## config.mk

```make
export PLATFORM = sky130hd
export DESIGN_NAME = z80_block_op_engine
export DESIGN_NICKNAME = d
export VERILOG_FILES = /design/src/rtl/z80_blk_pkg.sv /design/src/rtl/z80_block_op_engine_flags.sv /design/src/rtl/z80_block_op_engine.sv
export SDC_FILE = /design/constraint.sdc
export NUM_CORES = 1
export LEC_CHECK = 0
export ABC_AREA = 0
export CAP_MARGIN = 20
export CORE_AREA = 2 2 170 172
export CTS_CLUSTER_SIZE = 16
export DETAILED_ROUTE_END_ITERATION = 8
export DIE_AREA = 0 0 172 174
export HOLD_SLACK_MARGIN = 0.08
export PLACE_DENSITY_LB_ADDON = 0.08
export SETUP_SLACK_MARGIN = 0.5
export SKIP_CTS_REPAIR_TIMING = 1
export SLEW_MARGIN = 30
export SYNTH_ARGS = -nofsm -noshare
export SYNTH_HDL_FRONTEND = slang
export SYNTH_SLANG_ARGS = --single-unit
```

## constraint.sdc

```tcl
create_clock -name clk -period 9.3 [get_ports clk]
set_clock_uncertainty 0.2 [all_clocks]
set_input_delay 1.86 -clock clk [delete_from_list [all_inputs] [get_ports clk]]
set_output_delay 1.86 -clock clk [all_outputs]
set_load 0.005 [all_outputs]
```

## src/rtl/z80_blk_pkg.sv

```systemverilog
// Shared definitions for the Z80 block-instruction engine: FSM encodings,
// T-state costs, flag bit positions and small arithmetic helpers.
package z80_blk_pkg;

  // FSM encodings, kept as plain constants for the legacy sequencer code
  localparam logic [2:0] ST_IDLE = 3'd0;
  localparam logic [2:0] ST_RD   = 3'd1;
  localparam logic [2:0] ST_WR   = 3'd2;
  localparam logic [2:0] ST_EXT  = 3'd3;
  localparam logic [2:0] ST_DONE = 3'd4;

  typedef enum logic [2:0] {
    BLK_IDLE = ST_IDLE,
    BLK_RD   = ST_RD,
    BLK_WR   = ST_WR,
    BLK_EXT  = ST_EXT,
    BLK_DONE = ST_DONE
  } blk_state_t;

  // T-states per iteration: final/single iteration vs one that repeats
  localparam int TS_ITER   = 16;
  localparam int TS_REPEAT = 21;

  // Flag bit positions, identical to the core's FLAG_*_BIT definitions
  localparam int FLAG_C_BIT  = 0;
  localparam int FLAG_N_BIT  = 1;
  localparam int FLAG_PV_BIT = 2;
  localparam int FLAG_3_BIT  = 3;
  localparam int FLAG_H_BIT  = 4;
  localparam int FLAG_5_BIT  = 5;
  localparam int FLAG_Z_BIT  = 6;
  localparam int FLAG_S_BIT  = 7;

  // Borrow out of bit 3 into bit 4 for an 8-bit subtract a - b
  function automatic logic half_borrow(input logic [7:0] a, input logic [7:0] b);
    return (a[3:0] < b[3:0]);
  endfunction

endpackage

```

## src/rtl/z80_block_op_engine_flags.sv

```systemverilog
// Combinational flag computation for one block-instruction iteration.
// CP family: S/Z/H from A - byte, N set; LD family: H and N cleared.
// Both: P/V reports whether the counter is still non-zero after the step.
module z80_blk_flags
  import z80_blk_pkg::*;
#(
  parameter int ADDR_W = 16
) (
  input  logic              op_cp,
  input  logic [7:0]        a,
  input  logic [7:0]        data,
  input  logic [7:0]        f_in,
  input  logic [ADDR_W-1:0] bc_new,
  output logic [7:0]        f
);

  logic [7:0] diff_s;

  // Merge computed flags over the incoming ones; untouched bits pass through
  always_comb begin
    diff_s = a - data;
    f      = f_in;
    f[FLAG_PV_BIT] = (bc_new != {ADDR_W{1'b0}});
    if (op_cp) begin
      f[FLAG_S_BIT] = diff_s[7];
      f[FLAG_Z_BIT] = (diff_s == 8'h00);
      f[FLAG_H_BIT] = half_borrow(a, data);
      f[FLAG_N_BIT] = 1'b1;
    end else begin
      f[FLAG_H_BIT] = 1'b0;
      f[FLAG_N_BIT] = 1'b0;
    end
  end

endmodule

```

## src/rtl/z80_block_op_engine.sv

```systemverilog
// Sequential executor for LDI/LDD/LDIR/LDDR/CPI/CPD/CPIR/CPDR.
// Runs each iteration over a req/ack bus, updates HL/DE/BC and flags,
// accumulates T-states and yields repeat forms on interrupt or burst limit.
module z80_block_op_engine
  import z80_blk_pkg::*;
#(
  parameter int ADDR_W    = 16,
  parameter int MAX_BURST = 16,
  parameter int TSTATE_W  = 20
) (
  input  logic                clk,
  input  logic                reset,
  input  logic                start,
  input  logic                op_cp,
  input  logic                op_dec,
  input  logic                op_rep,
  input  logic                irq_pend,
  input  logic [7:0]          a_in,
  input  logic [7:0]          f_in,
  input  logic [ADDR_W-1:0]   bc_in,
  input  logic [ADDR_W-1:0]   hl_in,
  input  logic [ADDR_W-1:0]   de_in,
  output logic                mem_req,
  output logic                mem_we,
  output logic [ADDR_W-1:0]   mem_addr,
  output logic [7:0]          mem_wdata,
  input  logic [7:0]          mem_rdata,
  input  logic                mem_ack,
  output logic                busy,
  output logic                done,
  output logic [7:0]          f_out,
  output logic [ADDR_W-1:0]   bc_out,
  output logic [ADDR_W-1:0]   hl_out,
  output logic [ADDR_W-1:0]   de_out,
  output logic                ip_rewind,
  output logic [TSTATE_W-1:0] tstates
);

  localparam int ITER_W = (MAX_BURST < 2) ? 1 : $clog2(MAX_BURST + 1);
  localparam logic [ITER_W-1:0]   ITER_LIMIT = ITER_W'(MAX_BURST);
  localparam logic [ADDR_W-1:0]   ADDR_ONE   = ADDR_W'(1);
  localparam logic [TSTATE_W:0]   TS_ITER_X  = (TSTATE_W + 1)'(TS_ITER);
  localparam logic [TSTATE_W:0]   TS_REP_X   = (TSTATE_W + 1)'(TS_REPEAT);

  logic [2:0]          state_r;
  logic                op_cp_r, op_dec_r, op_rep_r;
  logic [7:0]          a_r, f_r, byte_r;
  logic [ADDR_W-1:0]   bc_r, hl_r, de_r;
  logic [ITER_W-1:0]   iter_r;
  logic [TSTATE_W-1:0] tstates_r;
  logic                ip_rewind_r, busy_r, done_r;
  logic                mem_req_r, mem_we_r;
  logic [ADDR_W-1:0]   mem_addr_r;
  logic [7:0]          mem_wdata_r;

  logic [ADDR_W-1:0]   bc_new_s, hl_new_s, de_new_s;
  logic [7:0]          f_new_s;
  logic                rep_cont_s, yield_s;
  logic [ITER_W-1:0]   iter_next_s;
  logic [TSTATE_W:0]   ts_sum_s;
  logic [TSTATE_W-1:0] ts_next_s;

  z80_blk_flags #(.ADDR_W(ADDR_W)) u_flags (
    .op_cp  (op_cp_r),
    .a      (a_r),
    .data   (byte_r),
    .f_in   (f_r),
    .bc_new (bc_new_s),
    .f      (f_new_s)
  );

  // End-of-iteration arithmetic: pointer/counter steps, loop decision, T-state sum
  always_comb begin
    bc_new_s    = bc_r - ADDR_ONE;
    hl_new_s    = op_dec_r ? (hl_r - ADDR_ONE) : (hl_r + ADDR_ONE);
    de_new_s    = op_dec_r ? (de_r - ADDR_ONE) : (de_r + ADDR_ONE);
    iter_next_s = iter_r + ITER_W'(1);
    rep_cont_s  = op_rep_r && (bc_new_s != {ADDR_W{1'b0}}) &&
                  !(op_cp_r && f_new_s[FLAG_Z_BIT]);
    yield_s     = rep_cont_s && (irq_pend || (iter_next_s == ITER_LIMIT));
    ts_sum_s    = {1'b0, tstates_r} + (rep_cont_s ? TS_REP_X : TS_ITER_X);
    if (ts_sum_s[TSTATE_W]) begin
      ts_next_s = {TSTATE_W{1'b1}};
    end else begin
      ts_next_s = ts_sum_s[TSTATE_W-1:0];
    end
  end

  // Control FSM, bus master and architectural register updates
  always_ff @(posedge clk or posedge reset) begin
    if (reset) begin
      state_r     <= ST_IDLE;
      op_cp_r     <= 1'b0;
      op_dec_r    <= 1'b0;
      op_rep_r    <= 1'b0;
      a_r         <= 8'h00;
      f_r         <= 8'h00;
      byte_r      <= 8'h00;
      bc_r        <= {ADDR_W{1'b0}};
      hl_r        <= {ADDR_W{1'b0}};
      de_r        <= {ADDR_W{1'b0}};
      iter_r      <= {ITER_W{1'b0}};
      tstates_r   <= {TSTATE_W{1'b0}};
      ip_rewind_r <= 1'b0;
      busy_r      <= 1'b0;
      done_r      <= 1'b0;
      mem_req_r   <= 1'b0;
      mem_we_r    <= 1'b0;
      mem_addr_r  <= {ADDR_W{1'b0}};
      mem_wdata_r <= 8'h00;
    end else begin
      case (state_r)
        // DONE behaves like IDLE so a start may coincide with done
        ST_IDLE, ST_DONE: begin
          done_r <= 1'b0;
          if (start) begin
            op_cp_r     <= op_cp;
            op_dec_r    <= op_dec;
            op_rep_r    <= op_rep;
            a_r         <= a_in;
            f_r         <= f_in;
            bc_r        <= bc_in;
            hl_r        <= hl_in;
            de_r        <= de_in;
            iter_r      <= {ITER_W{1'b0}};
            tstates_r   <= {TSTATE_W{1'b0}};
            ip_rewind_r <= 1'b0;
            busy_r      <= 1'b1;
            mem_req_r   <= 1'b1;
            mem_we_r    <= 1'b0;
            mem_addr_r  <= hl_in;
            state_r     <= ST_RD;
          end else begin
            state_r <= ST_IDLE;
          end
        end
        ST_RD: begin
          if (mem_ack) begin
            byte_r <= mem_rdata;
            if (op_cp_r) begin
              mem_req_r <= 1'b0;
              state_r   <= ST_EXT;
            end else begin
              mem_we_r    <= 1'b1;
              mem_addr_r  <= de_r;
              mem_wdata_r <= mem_rdata;
              state_r     <= ST_WR;
            end
          end
        end
        ST_WR: begin
          if (mem_ack) begin
            mem_req_r <= 1'b0;
            mem_we_r  <= 1'b0;
            state_r   <= ST_EXT;
          end
        end
        ST_EXT: begin
          bc_r      <= bc_new_s;
          hl_r      <= hl_new_s;
          de_r      <= op_cp_r ? de_r : de_new_s;
          f_r       <= f_new_s;
          tstates_r <= ts_next_s;
          iter_r    <= iter_next_s;
          if (rep_cont_s && !yield_s) begin
            mem_req_r  <= 1'b1;
            mem_we_r   <= 1'b0;
            mem_addr_r <= hl_new_s;
            state_r    <= ST_RD;
          end else begin
            ip_rewind_r <= yield_s;
            busy_r      <= 1'b0;
            done_r      <= 1'b1;
            state_r     <= ST_DONE;
          end
        end
        default: begin
          busy_r    <= 1'b0;
          done_r    <= 1'b0;
          mem_req_r <= 1'b0;
          mem_we_r  <= 1'b0;
          state_r   <= ST_IDLE;
        end
      endcase
    end
  end

  assign mem_req   = mem_req_r;
  assign mem_we    = mem_we_r;
  assign mem_addr  = mem_addr_r;
  assign mem_wdata = mem_wdata_r;
  assign busy      = busy_r;
  assign done      = done_r;
  assign f_out     = f_r;
  assign bc_out    = bc_r;
  assign hl_out    = hl_r;
  assign de_out    = de_r;
  assign ip_rewind = ip_rewind_r;
  assign tstates   = tstates_r;

endmodule

```

# Word level (Yosys, flattened, before mapping)
# Index checks and enable logic that the tools add are counted.
[word_totals] reg_bits=132 inputBits=80 out_inout_bits=105 wordCells=123
[classes] addsub=8 n_lt_le_gt_ge=1 n_eq_ne=14 mux=47 bitwise=3 reduce_logical=29
[op_table] cell="16-bit two-way mux" count=9
[op_table] cell="16-bit case mux with 2 select lines" count=3
[op_table] cell="16-bit case mux with 3 select lines" count=1
[op_table] cell="16-bit by 1-bit subtractor with 16-bit output, second input constant" count=3
[op_table] cell="20-bit two-way mux" count=2
[op_table] cell="20-bit case mux with 2 select lines" count=1
[op_table] cell="16-bit by 1-bit adder with 16-bit output, second input constant" count=2
[op_table] cell="20-bit by 5-bit adder with 21-bit output" count=1
[op_table] cell="2-bit inequality test, second input constant" count=9
[op_table] cell="3-bit AND reduction" count=6
[op_table] cell="1-bit two-way mux" count=16
[op_table] cell="8-bit case mux with 2 select lines" count=1
[op_table] cell="16-bit nonzero test" count=1
[op_table] cell="5-bit AND reduction" count=3
[op_table] cell="3-bit two-way mux" count=4
[op_table] cell="3-bit case mux with 4 select lines" count=1
[op_table] cell="5-bit case mux with 2 select lines" count=1
[op_table] cell="2-bit AND reduction" count=5
[op_table] cell="8-bit logical NOT" count=1
[op_table] cell="8-bit two-way mux" count=1
[op_table] cell="1-bit case mux with 4 select lines" count=2
[op_table] cell="8-bit subtractor" count=1
[op_table] cell="3-bit by 2-bit == test with 1-bit output, second input constant" count=2
[op_table] cell="5-bit by 1-bit adder with 5-bit output, second input constant" count=1
[op_table] cell="other kinds (16)" count=25

# Longest topological paths before layout
# Gate-level depths: netlist of the first run.
[depth] depth_word=11 mapped_depth=22 depth_no_buf=19

# By module
# A second synthesis of the first run with hierarchy kept.
[hier_totals] cells_unflattened=978 hier_area_um2=8340.5
[by_module_without_submodules] module="z80_block_op_engine" instances=1 cells_each=916 area_each_um2=7897.6 seq_area_each_um2=3303.2
[by_module_without_submodules] module="z80_blk_flags" instances=1 cells_each=62 area_each_um2=442.9 seq_area_each_um2=0.0

# Worst setup path after synthesis of the first run
# OpenSTA, ideal clock, no wires.
[synth_path] path_type="register -> register" start="register bc_r[0] (netlist: bc_out[0])" end="register tstates_r[3] (netlist: tstates[3])" setup_time_ns=0.094 arrival_time_ns=4.536 required_ns=9.006 slack_ns=4.470 stages_incl_launch_ff=22 path_buffers=3 synth_period_minus_slack_ns=4.830 path_cell_list="dfrtp_1 inv_1 ha_1 buf_6 or3b_4 nor2_8 nand4_1 xnor2_1 or4_4 nand3_1 inv_1 ha_1 and2_1 o21a_1 nor2_1 nor3b_1 or4b_2 clkbuf_1 buf_2 a21oi_1 nor2_1 a211oi_1"
[synth_via] elab_chain_len=8
[synth_lines] element="start, declared" line_no="z80_block_op_engine.sv:48" rtl="logic [ADDR_W-1:0] bc_r, hl_r, de_r;"
[synth_lines] element="start signal, assigned" line_no="z80_block_op_engine.sv:99" rtl="bc_r <= {ADDR_W{1'b0}};"
[synth_lines] element="start signal, assigned" line_no="z80_block_op_engine.sv:122" rtl="bc_r <= bc_in;"
[synth_lines] element="start signal, assigned" line_no="z80_block_op_engine.sv:159" rtl="bc_r <= bc_new_s;"
[synth_lines] element="16-bit by 1-bit subtractor with 16-bit output" line_no="z80_block_op_engine.sv:74" rtl="bc_new_s = bc_r - ADDR_ONE;"
[synth_lines] element="16-bit nonzero test" line_no="z80_block_op_engine.sv:78" rtl="rep_cont_s = op_rep_r && (bc_new_s != {ADDR_W{1'b0}}) &&"
[synth_lines] element="1-bit logical AND (2 in series)" line_no="z80_block_op_engine.sv:78"
[synth_lines] element="3-bit two-way mux" line_no="z80_block_op_engine.sv:81" rtl="ts_sum_s = {1'b0, tstates_r} + (rep_cont_s ? TS_REP_X : TS_ITER_X);"
[synth_lines] element="20-bit by 5-bit adder with 21-bit output" line_no="z80_block_op_engine.sv:81"
[synth_lines] element="20-bit two-way mux" line_no="z80_block_op_engine.sv:82" rtl="if (ts_sum_s[TSTATE_W]) begin"
[synth_lines] element="20-bit case mux with 2 select lines" line_no="z80_block_op_engine.sv:112" rtl="case (state_r)"
[synth_lines] element="end signal, assigned" line_no="z80_block_op_engine.sv:103" rtl="tstates_r <= {TSTATE_W{1'b0}};"
[synth_lines] element="end signal, assigned" line_no="z80_block_op_engine.sv:126" rtl="tstates_r <= {TSTATE_W{1'b0}};"
[synth_lines] element="end signal, assigned" line_no="z80_block_op_engine.sv:163" rtl="tstates_r <= ts_next_s;"
[synth_lines] element="end, declared" line_no="z80_block_op_engine.sv:50" rtl="logic [TSTATE_W-1:0] tstates_r;"
# Every way passes these cells.
# A chain may end at the register's enable or synchronous reset.

# Worst setup path in the final report of the first run
[layout_path] start="register bc_r[0] (netlist: bc_out[0])" end="register tstates_r[11] (netlist: tstates[11])"
# Same word-level chain as after synthesis.

==> out/summary.txt, run 1 <==
PwrDens - 375.9 nW/um^2
first drt pass iteration count - 5
DRC violation count after routing - 0
sw frac - 42.91%
smallest setup slack after layout - 3.891 ns
startpoint of the worst setup timing path - bc_out[0]
proportion of layout cells with a drive suffix above 1 - 7.944%
grt total ovfl - 0
detailed-placement wirelength estimate - 19110 um
R2R Path Start - bc_out[0]
# setup viols final - 0
kind of launch point of the worst setup path - flop
Leak Pwr - 0.004680 uW
max frequency - 0.1849 GHz
Initial Util - 29.32%
worst hold slack - 0.2829 ns
Switching Power - 1795 uW
via/cell ratio - 5.005
setup repair after global routing missed its margin - no
number of global-route vias before repair - 7697
portion of total power attributed to sequential cells - 26.1%
IO Port Bufs - 184
global placement routability congestion - 0.7911
cell row count - 62
number of synthesized flops with an enable pin - 0
detailed-route wire length - 26960 um
outcome - finished, final reports clean
TritonCTS clock tree - built
die height - 174 um
Worst Setup End Kind - flop
cts bufs inserted - 17
class of the worst hold path - reg2reg
register-to-register setup slack - 3.89 ns
Layout area overhead - 34.41%
gate count of the mapped netlist - 951
Placement Setup Slack - 3.941 ns
required time of the worst setup path - 9.42 ns
Main synth FF type - sky130_fd_sc_hd__dfrtp_1
Reg clk slew, reported paths - 0.07 ns
antenna-violating nets left - 0
global-route wire length before repair - 42690 um
total number of yosys warnings - 0
sequential cell area fraction in the yosys report - 39.90%
number of hold-slack violations in the final timing report - 0
most common cell after layout, fill and taps aside - sky130_fd_sc_hd__clkdlybuf4s50_1
Crit path arrival time - 5.53 ns
Setup Total Neg Slack - 0 ns
post-synthesis async set-or-reset flop share - 100.0%
tightest slew margin relative to the limit - 42.80%
Longest Clk Path Bufs - 2
share of total power in the clock network - 16.6%
worst supply voltage drop on vdd - 0.0001401 V
H-tree depth - 4
clk_lat worst skew - 0.42 ns
global-route usage over all layers - 18.33%
Routed WL per cell - 17.77 um
total internal power - 2388 uW
antenna violations before repair - 1
combined area of all synthesized cells - 8279 um^2
post-route clock period utilization - 58.16%
kind of critical path - reg2reg
Logic pwr share - 57.3%
commonest cells after routing, fill and taps aside - 184 x sky130_fd_sc_hd__clkdlybuf4s50_1, 138 x sky130_fd_sc_hd__nand2_1, 132 x sky130_fd_sc_hd__dfrtp_1, 94 x sky130_fd_sc_hd__nor2_1, 70 x sky130_fd_sc_hd__a21oi_1
Clock Sinks - 132
Slew @ Worst Pin - 0.8550 ns
hold path startpoint - a_r[3]
number of pins with negative max-slew slack in the final report - 0
die width - 172 um
Synthesized Nets - 1075
Final nets - 1245
Critical Path Fanout Max - 18
die outline area - 29930 um^2
post-layout power - 4183 uW
post-synthesis cell type count - 77
maximum number of pins on one net before global-route repair - 75
syn avg cell area - 8.706 um^2
antenna diode count - 0
register bit count reported by yosys - 132
clock root cell - sky130_fd_sc_hd__clkbuf_16
vias after detailed routing - 7593
First DRT Iteration DRCs - 446
maximum capacitance violations - 0
final critical path time including I/O delays and setup - 5.409 ns
core region area - 28240 um^2
io pins - 185
-- worst max-delay path, stage by stage (launching register included) --
cell and delay (ns):
sky130_fd_sc_hd__dfrtp_1 0.42, sky130_fd_sc_hd__inv_1 0.10, sky130_fd_sc_hd__ha_1 0.33, sky130_fd_sc_hd__or3b_4 0.48
sky130_fd_sc_hd__nor2_8 0.12, sky130_fd_sc_hd__nand4_1 0.18, sky130_fd_sc_hd__xnor2_1 0.19, sky130_fd_sc_hd__or4_4 0.57
sky130_fd_sc_hd__nand3_1 0.19, sky130_fd_sc_hd__inv_1 0.13, sky130_fd_sc_hd__ha_1 0.34, sky130_fd_sc_hd__and2_1 0.15
sky130_fd_sc_hd__o21a_1 0.15, sky130_fd_sc_hd__nor2_1 0.08, sky130_fd_sc_hd__nor3b_1 0.19, sky130_fd_sc_hd__or4b_2 0.85
sky130_fd_sc_hd__and2_1 0.33, sky130_fd_sc_hd__a311oi_1 0.30
-- cell type report --
type | count | area, um^2
clock buffers | 18 | 439.2
clock inverters | 13 | 148.9
fillers | 2915 | 17110
inverters | 34 | 132.6
multi-input cells | 741 | 4700
flip-flops and latches | 132 | 3303
well taps | 384 | 480.5
repair buffers | 195 | 1924
-- power groups by stage --
stage / logic, uW / registers [uW] / clock network, uW
4_1_cts: 2430 / 1100 / 711
5_1_grt: 2710 / 1130 / 732
3_5_place_dp: 2410 / 1110 / 0
3_3_place_gp: 2400 / 1110 / 0
6_report: 2400 / 1090 / 693
2_1_floorplan: 1570 / 1040 / 0
-- cell families (layout without fill, tap and decap cells) --
kind of cell | count (synthesis) | in the layout | share of synthesized area, %
and+or+nand+nor | 363 | 363 | 20.49
xor gates and xnor gates | 28 | 28 | 3.128
adders and majority gates | 44 | 44 | 6.831
DFF | 132 | 132 | 39.90
AOI/OAI and AO/OA | 271 | 271 | 20.84
muxes | 35 | 35 | 4.987
buffers and inverters | 78 | 260 | 3.823
-- cell usage after synthesis (3+ instances only) --
| master | count | share of area [%] |
|---|---|---|
| sky130_fd_sc_hd__a211o_1 | 4 | 0.42 |
| sky130_fd_sc_hd__a211oi_1 | 12 | 1.1 |
| sky130_fd_sc_hd__a21o_1 | 11 | 1.0 |
| sky130_fd_sc_hd__a21oi_1 | 70 | 4.2 |
| sky130_fd_sc_hd__a221o_1 | 3 | 0.36 |
| sky130_fd_sc_hd__a221oi_1 | 3 | 0.32 |
| sky130_fd_sc_hd__a311oi_1 | 7 | 0.74 |
| sky130_fd_sc_hd__a31oi_1 | 31 | 2.3 |
| sky130_fd_sc_hd__and2_1 | 6 | 0.45 |
| sky130_fd_sc_hd__and3_1 | 9 | 0.68 |
| sky130_fd_sc_hd__buf_1 | 10 | 0.45 |
| sky130_fd_sc_hd__buf_6 | 3 | 0.41 |
| sky130_fd_sc_hd__clkbuf_1 | 30 | 1.4 |
| sky130_fd_sc_hd__dfrtp_1 | 132 | 40 |
| sky130_fd_sc_hd__ha_1 | 42 | 6.3 |
| sky130_fd_sc_hd__inv_1 | 34 | 1.5 |
| sky130_fd_sc_hd__mux2_2 | 14 | 1.9 |
| sky130_fd_sc_hd__mux2_4 | 9 | 1.6 |
| sky130_fd_sc_hd__mux2i_1 | 12 | 1.5 |
| sky130_fd_sc_hd__nand2_1 | 140 | 6.3 |
| sky130_fd_sc_hd__nand2b_1 | 8 | 0.60 |
| sky130_fd_sc_hd__nand3_1 | 29 | 1.8 |
| sky130_fd_sc_hd__nand3b_1 | 3 | 0.27 |
| sky130_fd_sc_hd__nand4_1 | 10 | 0.76 |
| sky130_fd_sc_hd__nor2_1 | 96 | 4.4 |
| sky130_fd_sc_hd__nor2b_1 | 12 | 0.91 |
| sky130_fd_sc_hd__nor3_1 | 22 | 1.3 |
| sky130_fd_sc_hd__nor3b_1 | 4 | 0.36 |
| sky130_fd_sc_hd__o211ai_1 | 4 | 0.36 |
| sky130_fd_sc_hd__o21a_1 | 9 | 0.82 |
| sky130_fd_sc_hd__o21ai_0 | 69 | 4.2 |
| sky130_fd_sc_hd__o21bai_1 | 4 | 0.36 |
| sky130_fd_sc_hd__o22ai_1 | 5 | 0.38 |
| sky130_fd_sc_hd__o311ai_0 | 3 | 0.32 |
| sky130_fd_sc_hd__o31ai_1 | 4 | 0.36 |
| sky130_fd_sc_hd__o41ai_1 | 3 | 0.32 |
| sky130_fd_sc_hd__or2_2 | 3 | 0.23 |
| sky130_fd_sc_hd__or3_1 | 3 | 0.23 |
| sky130_fd_sc_hd__or4_1 | 3 | 0.27 |
| sky130_fd_sc_hd__xnor2_1 | 13 | 1.4 |
| sky130_fd_sc_hd__xor2_1 | 14 | 1.5 |
-- stage by stage --
| step | area, um^2 | instances | util [%] |
|---|---|---|---|
| 2_1_floorplan | 8279 | 951 | - |
| 3_3_place_gp | 10530 | 1486 | 37.29 |
| 3_5_place_dp | 10540 | 1486 | 37.32 |
| 4_1_cts | 11130 | 1517 | 39.40 |
| 5_1_grt | 11130 | 1517 | 39.41 |
| 6_report | 11130 | 1517 | 39.41 |
-- path summary, 6_finish.rpt --
check	depth (start not counted)	to
min in group asynchronous	2	de_out[6]
max reg2reg	17	tstates[11]
min	2	a_r[3]
max in group asynchronous	3	mem_addr[15]
min reg2reg	2	a_r[3]
max	17	tstates[11]
-- sequential cells by signal (all words and copies together), names as in the netlist --
register / count
tstates: 20
bc_out: 16
de_out: 16
hl_out: 16
mem_addr: 16
a_r: 8
byte_r: 8
f_out: 8
mem_wdata: 8
iter_r: 5
state_r: 3
busy: 1
done: 1
ip_rewind: 1
mem_req: 1
mem_we: 1
op_cp_r: 1
op_dec_r: 1
op_rep_r: 1
-- layer usage --
metal | global-route usage [%] | share of wire, % | vias up
met2 | 31.24 | 49 | 163
met3 | 3.165 | 4.5 | 27
met5 | 0 | 0.041 | -
met1 | 23.83 | 45 | 3633
li1 | - | - | 3768
met4 | 5.042 | 1.4 | 2
Power figures use the tool's default switching activity.
==> run 2: changes to the inputs <==
==> constraint.sdc (replaced) <==
create_clock -name clk -period 4.5 [get_ports clk]
set_clock_uncertainty 0.2 [all_clocks]
set_input_delay 0.9 -clock clk [delete_from_list [all_inputs] [get_ports clk]]
set_output_delay 0.9 -clock clk [all_outputs]
set_load 0.005 [all_outputs]
==> run 2 against run 1 <==
  * Design area up 5.1%
  * Die area is the same
  * Hold slack improved by 0.0033 ns
  * First-iteration DRC count is 16% lower
  * Sequential share of layout area decreased by 1.4 points
  * Worst setup slack lost 3.7 ns
  * Register-to-register slack got worse by 3.7 ns
  * Critical path depth increased by 1
  * Largest cell class unchanged
==> out/summary.txt, run 2 (synthesized netlist as in run 1, its figures left out) <==
outcome - finished, final reports clean
PwrDens - 766.9 nW/um^2
IO Port Bufs - 184
maximum number of pins on one net before global-route repair - 44
global-route wire length before repair - 44390 um
required time of the worst setup path - 4.65 ns
vias after detailed routing - 7857
global placement routability congestion - 0.7851
final critical path time including I/O delays and setup - 4.309 ns
path depth of the worst reg2reg path - 18
die outline area - 29930 um^2
Clock Sinks - 132
antenna-violating nets left - 0
Leak Pwr - 0.004932 uW
max frequency - 0.2321 GHz
Routed WL per cell - 18.04 um
most common cell after layout, fill and taps aside - sky130_fd_sc_hd__clkdlybuf4s50_1
commonest cells after routing, fill and taps aside - 184 x sky130_fd_sc_hd__clkdlybuf4s50_1, 138 x sky130_fd_sc_hd__nand2_1, 131 x sky130_fd_sc_hd__dfrtp_1, 91 x sky130_fd_sc_hd__nor2_1, 68 x sky130_fd_sc_hd__a21oi_1
clock root cell - sky130_fd_sc_hd__clkbuf_16
number of global-route vias before repair - 7952
Critical Path Fanout Max - 7
proportion of layout cells with a drive suffix above 1 - 13.57%
via/cell ratio - 5.027
first drt pass iteration count - 5
Longest Clk Path Bufs - 2
detailed-route wire length - 28190 um
maximum capacitance violations - 0
cts bufs inserted - 17
class of the worst hold path - reg2reg
global-route usage over all layers - 18.98%
worst supply voltage drop on vdd - 0.0002762 V
post-layout power - 8968 uW
number of pins with negative max-slew slack in the final report - 0
Reg clk slew, reported paths - 0.07 ns
Filler cells - 2888
Layout area overhead - 41.24%
Final nets - 1290
detailed-placement wirelength estimate - 20420 um
Setup Total Neg Slack - 0 ns
kind of launch point of the worst setup path - flop
Slew @ Worst Pin - 0.7692 ns
tightest slew margin relative to the limit - 48.54%
core region area - 28240 um^2
First DRT Iteration DRCs - 376
io pins - 185
Worst Setup End Kind - flop
max FFs per register - 20
DRC violation count after routing - 0
grt total ovfl - 0
H-tree depth - 4
post-place instance area - 10830 um^2
clk_lat worst skew - 0.43 ns
setup repair after global routing missed its margin - yes
startpoint of the worst setup timing path - bc_out[1]
worst reg2reg endpoint - tstates[5]
die width - 172 um
post-route clock period utilization - 95.76%
Crit path arrival time - 4.45 ns
TritonCTS clock tree - built
cell row count - 62
antenna diode count - 0
design area - 11690 um^2
CP Capture Point - tstates[5]
R2R Path Start - bc_out[1]
die height - 174 um
number of hold-slack violations in the final timing report - 0
# setup viols final - 0
Initial Util - 29.32%
antenna violations before repair - 1
kind of critical path - reg2reg
register-to-register setup slack - 0.19 ns
[run 2: cell type report]
type | count | area (um^2) | share of cell area (%)
multi-input combinational | 742 | 4860 | 41.56
clock inverter | 14 | 156.4 | 1.337
clock buffer | 18 | 439.2 | 3.756
tap | 384 | 480.5 | 4.109
timing repair buffer | 239 | 2320 | 19.84
sequential | 132 | 3304 | 28.26
inverter | 34 | 133.9 | 1.145
[run 2: layer usage]
layer / vias up / track usage (%) / share of wire, %
met4: 2 / 4.727 / 1.5
met5: - / 0 / 0.046
met3: 23 / 4.167 / 4.6
met2: 153 / 32.30 / 49
met1: 3810 / 24.36 / 45
li1: 3869 / - / -
[run 2: how the worst min path moves through the flow]
stage	endpoint	cells past startpoint	slack, ns	startpoint
3_5_place_dp	f_out[0]	2	0.27	f_out[0]
2_1_floorplan	a_r[1]	2	0.25	a_r[1]
3_3_place_gp	f_out[5]	2	0.26	f_out[5]
6_report	f_out[0]	2	0.29	f_out[0]
4_1_cts	a_r[4]	2	0.29	a_r[4]
5_1_grt	a_r[4]	2	0.31	a_r[4]
[run 2: power by group]
group	leakage (uW)	total [uW]	switching, uW	internal, uW
clock	0.000287	1450	643	804
sequential	0.00162	2270	572	1700
combinational	0.00303	5250	2650	2600
[run 2: per-stage QoR]
step           instances  hold slack (ns)  setup WS [ns]  util, %
3_5_place_dp        1512           0.2719       0.002864    38.36
6_report            1563           0.2861         0.1910    41.41
2_1_floorplan        951           0.2523         0.1163        -
3_3_place_gp        1511           0.2556         0.1109    38.27
4_1_cts             1544           0.2935      -0.003057    40.47
5_1_grt             1563           0.3110        0.04572    41.41
[run 2: worst max-delay path: stages, from the launching register on]
cell	delay, ns
sky130_fd_sc_hd__dfrtp_1	0.43
sky130_fd_sc_hd__inv_2	0.10
sky130_fd_sc_hd__ha_4	0.13
sky130_fd_sc_hd__or3b_4	0.42
sky130_fd_sc_hd__nor2_8	0.12
sky130_fd_sc_hd__a31o_1	0.15
sky130_fd_sc_hd__a32oi_1	0.09
sky130_fd_sc_hd__or4_4	0.54
sky130_fd_sc_hd__nand3_4	0.12
sky130_fd_sc_hd__inv_4	0.05
sky130_fd_sc_hd__ha_4	0.27
sky130_fd_sc_hd__and2_4	0.14
sky130_fd_sc_hd__o21a_4	0.13
sky130_fd_sc_hd__nor2_4	0.04
sky130_fd_sc_hd__nor3b_2	0.22
sky130_fd_sc_hd__or4b_4	0.54
sky130_fd_sc_hd__buf_6	0.17
sky130_fd_sc_hd__a211o_1	0.24
sky130_fd_sc_hd__a21oi_1	0.13
==> run 3: changes to the inputs <==
--- a/config.mk
+++ b/config.mk
@@ -18,4 +18,5 @@
 export SLEW_MARGIN = 30
 export SYNTH_ARGS = -nofsm -noshare
 export SYNTH_HDL_FRONTEND = slang
+export SYNTH_HIERARCHICAL = 1
 export SYNTH_SLANG_ARGS = --single-unit
==> run 3 against run 2 <==
  * Combinational power is 2% higher
  * Area after synthesis rose by 0.74%
  * Register-to-register slack improved by 0.20 ns
  * Non-clock buffer count is 17 lower
  * Count of clock-buffer cells in the layout is 1 lower
  * Largest cell class unchanged
  * Die area is the same
  * Worst setup slack improved by 0.20 ns
  * Global-route usage fell by 0.49 points
  * First-iteration DRC count fell by 4.8%
  * Routed wire length down 2.5%
  * Design area decreased by 0.96%
==> out/summary.txt, run 3 <==
Setup Total Neg Slack - 0 ns
sequential cell area fraction in the yosys report - 39.60%
clock root cell - sky130_fd_sc_hd__clkbuf_16
IO Port Bufs - 184
top cells by area in the synthesized netlist - sky130_fd_sc_hd__dfrtp_1 40%, sky130_fd_sc_hd__nand2_1 7.3%, sky130_fd_sc_hd__ha_1 6.3%, sky130_fd_sc_hd__a21oi_1 4.6%, sky130_fd_sc_hd__nor2_1 4.1%
die width - 172 um
DRC violation count after routing - 0
Synthesized Nets - 1102
clk_lat worst skew - 0.43 ns
cts bufs inserted - 17
Finished Core Util - 41.01%
commonest cells after routing, fill and taps aside - 184 x sky130_fd_sc_hd__clkdlybuf4s50_1, 157 x sky130_fd_sc_hd__nand2_1, 132 x sky130_fd_sc_hd__dfrtp_1, 88 x sky130_fd_sc_hd__nor2_1, 70 x sky130_fd_sc_hd__a21oi_1
via/cell ratio - 5.010
vias after detailed routing - 7820
Clock Sinks - 132
post-synthesis async set-or-reset flop share - 100.0%
register cell area after layout - 3303 um^2
grt total ovfl - 0
setup repair after global routing missed its margin - yes
multi-input combinational cell area - 4945 um^2
io pins - 185
number of pins with negative max-slew slack in the final report - 0
Reg clk slew, reported paths - 0.07 ns
final critical path time including I/O delays and setup - 4.112 ns
post-route clock period utilization - 91.38%
max frequency - 0.2432 GHz
Initial Util - 29.54%
maximum capacitance violations - 0
detailed-placement wirelength estimate - 19500 um
First DRT Iteration DRCs - 358
number of hold-slack violations in the final timing report - 0
share of the synthesized area in the top cell type - 39.60%
most common cell after layout, fill and taps aside - sky130_fd_sc_hd__clkdlybuf4s50_1
post-place instance area - 10720 um^2
Crit path arrival time - 4.27 ns
global placement routability congestion - 0.7895
antenna violations before repair - 1
worst supply voltage drop on vdd - 0.0004234 V
kind of critical path - reg2reg
Slew @ Worst Pin - 0.8188 ns
number of global-route vias before repair - 7533
number of synthesized flops with an enable pin - 0
Layout area overhead - 38.85%
Routed WL per cell - 17.60 um
Critical Path Fanout Max - 6
Worst Setup End Kind - flop
design area - 11580 um^2
tightest slew margin relative to the limit - 45.21%
TritonCTS clock tree - built
cell type with the largest total area after synthesis - sky130_fd_sc_hd__dfrtp_1
syn avg cell area - 8.528 um^2
maximum number of pins on one net before global-route repair - 76
PwrDens - 785.3 nW/um^2
antenna-violating nets left - 0
register bit count reported by yosys - 132
most frequently used cell type in the post-synthesis netlist - sky130_fd_sc_hd__nand2_1
core region area - 28240 um^2
required time of the worst setup path - 4.65 ns
proportion of layout cells with a drive suffix above 1 - 12.49%
die height - 174 um
max FFs per register - 20
kind of launch point of the worst setup path - flop
die outline area - 29930 um^2
global-route wire length before repair - 43010 um
class of the worst hold path - reg2reg
global-route usage over all layers - 18.49%
combined area of all synthesized cells - 8340 um^2
commonest cells in the netlist - 163 x sky130_fd_sc_hd__nand2_1, 132 x sky130_fd_sc_hd__dfrtp_1, 91 x sky130_fd_sc_hd__nor2_1
antenna diode count - 0
Main synth FF type - sky130_fd_sc_hd__dfrtp_1
Longest Clk Path Bufs - 2
post-synthesis cell type count - 72
Leak Pwr - 0.004878 uW
detailed-route wire length - 27470 um
H-tree depth - 4
cell row count - 62
Final nets - 1289
post-layout power - 9094 uW
outcome - finished, final reports clean
# setup viols final - 0
first drt pass iteration count - 5
total number of yosys warnings - 6
gate count of the mapped netlist - 978
Filler cells - 2906
run 3: changes by cell type after synthesis, sizes merged, moves of 7 or more:
| cell | change |
|---|---|
| xnor2 | +10 |
| a31oi | +11 |
| o21ai | -16 |
| and3 | +10 |
| nor4 | +7 |
| nand2 | +22 |
run 3: final cells by class:
class                   instances  share of cell area (%)
multi-input cells             759                   42.70
clock buffers                  17                   3.673
flip-flops and latches        132                   28.52
well taps                     384                   4.149
inverters                      33                   1.102
repair buffers                222                   18.56
clock inverters                14                   1.296
run 3: cells by family after synthesis:
group,synth area share (%)
xor+xnor,3.990
buf+inv,4.335
fa+ha+maj,6.781
mux,4.575
flops,39.60
simple gates,20.82
compound gates,19.89
run 3: critical path, stage by stage (launching register included):
cell and delay [ns]:
sky130_fd_sc_hd__dfrtp_1 0.41, sky130_fd_sc_hd__ha_4 0.29, sky130_fd_sc_hd__o21ai_1 0.06, sky130_fd_sc_hd__and3_1 0.17, sky130_fd_sc_hd__nor4_2 0.31, sky130_fd_sc_hd__o311ai_1 0.18, sky130_fd_sc_hd__o41ai_2 0.44, sky130_fd_sc_hd__nand2_1 0.11
sky130_fd_sc_hd__nand2_2 0.13, sky130_fd_sc_hd__a31oi_4 0.08, sky130_fd_sc_hd__ha_4 0.32, sky130_fd_sc_hd__a21o_1 0.16, sky130_fd_sc_hd__a21oi_2 0.08, sky130_fd_sc_hd__nor2_1 0.14, sky130_fd_sc_hd__nand2_2 0.11, sky130_fd_sc_hd__or3_4 0.45
sky130_fd_sc_hd__buf_6 0.15, sky130_fd_sc_hd__buf_6 0.11, sky130_fd_sc_hd__a31oi_1 0.14
run 3: path summary, 6_finish.rpt:
check,start,endpoint,slack (ns),depth (start not counted)
max reg2reg,a_r[5],tstates[2],0.39,18
min,mem_addr[10],mem_addr[10],0.27,2
max,a_r[5],tstates[2],0.39,18
max in group asynchronous,reset,mem_addr[9],2.75,3
min reg2reg,mem_addr[10],mem_addr[10],0.27,2
min in group asynchronous,reset,de_out[4],0.85,3
run 3: stage by stage:
stage / hold WS, ns / worst slack [ns] / std cells
2_1_floorplan: 0.2455 / 0.4926 / 978
3_3_place_gp: 0.2570 / 0.2118 / 1517
3_5_place_dp: 0.2667 / 0.1178 / 1517
4_1_cts: 0.2802 / 0.09722 / 1548
5_1_grt: 0.2977 / 0.1732 / 1561
6_report: 0.2737 / 0.3879 / 1561
run 3: metal layers:
metal | GRT usage, % | part of all wire [%]
met1 | 26.47 | 49
met2 | 28.46 | 45
met3 | 4.121 | 4.7
met4 | 4.027 | 1.2
met5 | 0 | 0.047
run 3: power by group:
| part | internal [uW] | total (uW) | switching [uW] |
|---|---|---|---|
| sequential | 1710 | 2310 | 601 |
| combinational | 2610 | 5370 | 2760 |
| clock | 820 | 1420 | 601 |
| total | 5130 | 9090 | 3960 |
==> patch (config.mk and constraints of run 3) <==
Make the reset (`reset`) synchronous in one clocked block.
--- a/src/rtl/z80_block_op_engine.sv
+++ b/src/rtl/z80_block_op_engine.sv
@@ -88,5 +88,5 @@
 
   // Control FSM, bus master and architectural register updates
-  always_ff @(posedge clk or posedge reset) begin
+  always_ff @(posedge clk) begin
     if (reset) begin
       state_r     <= ST_IDLE;
Formal check against the unedited RTL: differs if reset is asserted again (counterexample within 4 cycles, from zero or initial values and one cycle with reset high); with reset held inactive, the same outputs for 4 cycles.
==> patch against run 3 <==
  * Count of clock-buffer cells in the layout grew 1
  * Highest routed layer unchanged
  * Final area shrank 3.1%
  * Setup slack lost 0.18 ns
  * Synthesized cell count grew 7.9%
  * Wire length grew 4.2%
  * Die area is the same
  * Sequential cell count is the same
  * Critical path type unchanged
  * Synthesized area shrank 2.4%
Power is not compared: it rests on default switching activity, and its combinational part moved more than twofold at a synthesized area within 25%.
==> patch: results (changes against run 3) <==
INFO  metric synthDistinctLibCells = 77 (+6.9%)
INFO  metric post_drt_wl_per_cell = 17.6 um (+0.26%)
INFO  metric grt_max_degree = 130 (+71%)
INFO  metric post_synth_main_area_contributors = sky130_fd_sc_hd__dfxtp_1 32%, sky130_fd_sc_hd__a21oi_1 7.2%, sky130_fd_sc_hd__nand2_1 7.1%, sky130_fd_sc_hd__ha_1 6.5%, sky130_fd_sc_hd__nor2_1 5.2%
INFO  metric dpl.cell_count = 1586 (+4.5%)
INFO  metric timing_worst_slew_pin_value = 0.927 ns (+0.108 ns)
INFO  metric hp-start = op_rep_r
INFO  metric worst_hold_path_type = flop to flop
INFO  metric finalWirelength = 28.6 mm (+4.2%)
INFO  metric run_status = finished, final reports clean
INFO  metric antenna_found_initial = 2 (+1)
INFO  metric syn-num-nets = 1179 (+7.0%)
INFO  metric gp_congestion = 0.835 (+5.7%)
INFO  metric finish.net_count = 1349 (+4.7%)
INFO  metric wl_met3 = 992 um (-23%)
INFO  metric grt_usage = 19.0% (+0.54 points)
INFO  metric dp_hpwl = 20.2 mm (+3.8%)
INFO  metric clkLatencyLatePin = 0.42 ns
INFO  metric timing.critical_path.slowest_cell_delay = 0.50 ns (+0.05 ns)
INFO  metric grt_pass1_wl = 44.9 mm (+4.3%)
INFO  metric ys_top_cells_by_count = 155 x sky130_fd_sc_hd__nand2_1, 132 x sky130_fd_sc_hd__dfxtp_1, 117 x sky130_fd_sc_hd__a21oi_1
INFO  metric postSynthCellCount = 1055 (+7.9%)
INFO  metric drt-initial-drc-count = 395 (+10%)
INFO  metric cp_data_arrival_time = 4.38 ns (+0.11 ns)
INFO  metric met1Wirelength = 14.1 mm (+5.2%)
INFO  metric number_of_global_route_vias_before_repair = 7863 (+4.4%)
[patch: cell count changes after synthesis, sizes merged, moves of 19 or more]
cell	change
a21oi	+42
dfxtp	+132
dfrtp	-132
a31oi	-34
clkbuf	+19
a22oi	+21
nor2	+22
[patch: cell type report]
cell class              count  area, sq um
inverters                  24         92.6
well taps                 384          480
clock buffers              18          439
clock inverters            13          100
flip-flops and latches    132         2650
multi-input cells         829         5310
diodes                      1         2.50
fillers                  2964        17000
repair buffers            221         2140
[patch: final timing paths]
path	slack (ns)	to
setup / recovery	0.20	tstates[14]
hold reg to reg	0.25	op_rep_r
setup reg to reg	0.20	tstates[14]
hold / removal	0.25	op_rep_r
[patch: kinds of logic after synthesis]
group	share of synthesized area, %
AND/OR/NAND/NOR	22.2
AO/OA/AOI/OAI	26.1
flip-flops	32.5
buffers and inverters	4.70
adder cells (fa/ha/maj)	6.95
XOR/XNOR	4.52
multiplexers	3.00
[patch: layer usage]
| layer | global-route usage [%] | vias up |
|---|---|---|
| li1 | - | 4148 |
| met1 | 26.8 | 3904 |
| met2 | 30.0 | 142 |
| met3 | 3.46 | 25 |
| met4 | 4.59 | 2 |
| met5 | 0 | - |
[patch: through the flow]
| stage | power (mW) | area, sq um | TNS, ns | setup slack (ns) |
|---|---|---|---|---|
| finish | 3.82 | 11200 | 0 | 0.204 |
| global placement | 2.52 | 10500 | 0 | 0.149 |
| CTS | 3.85 | 11000 | 0 | 0.0790 |
| floorplan | 2.05 | 8210 | 0 | 0.259 |
| detailed placement | 2.52 | 10500 | 0 | 0.108 |
| global route | 4.04 | 11200 | -0.0237 | -0.0178 |
[patch: where the power goes]
group,switching (mW),internal (mW)
sequential,0.110,1.26
combinational,0.598,0.542
clock,0.587,0.723
total,1.30,2.53
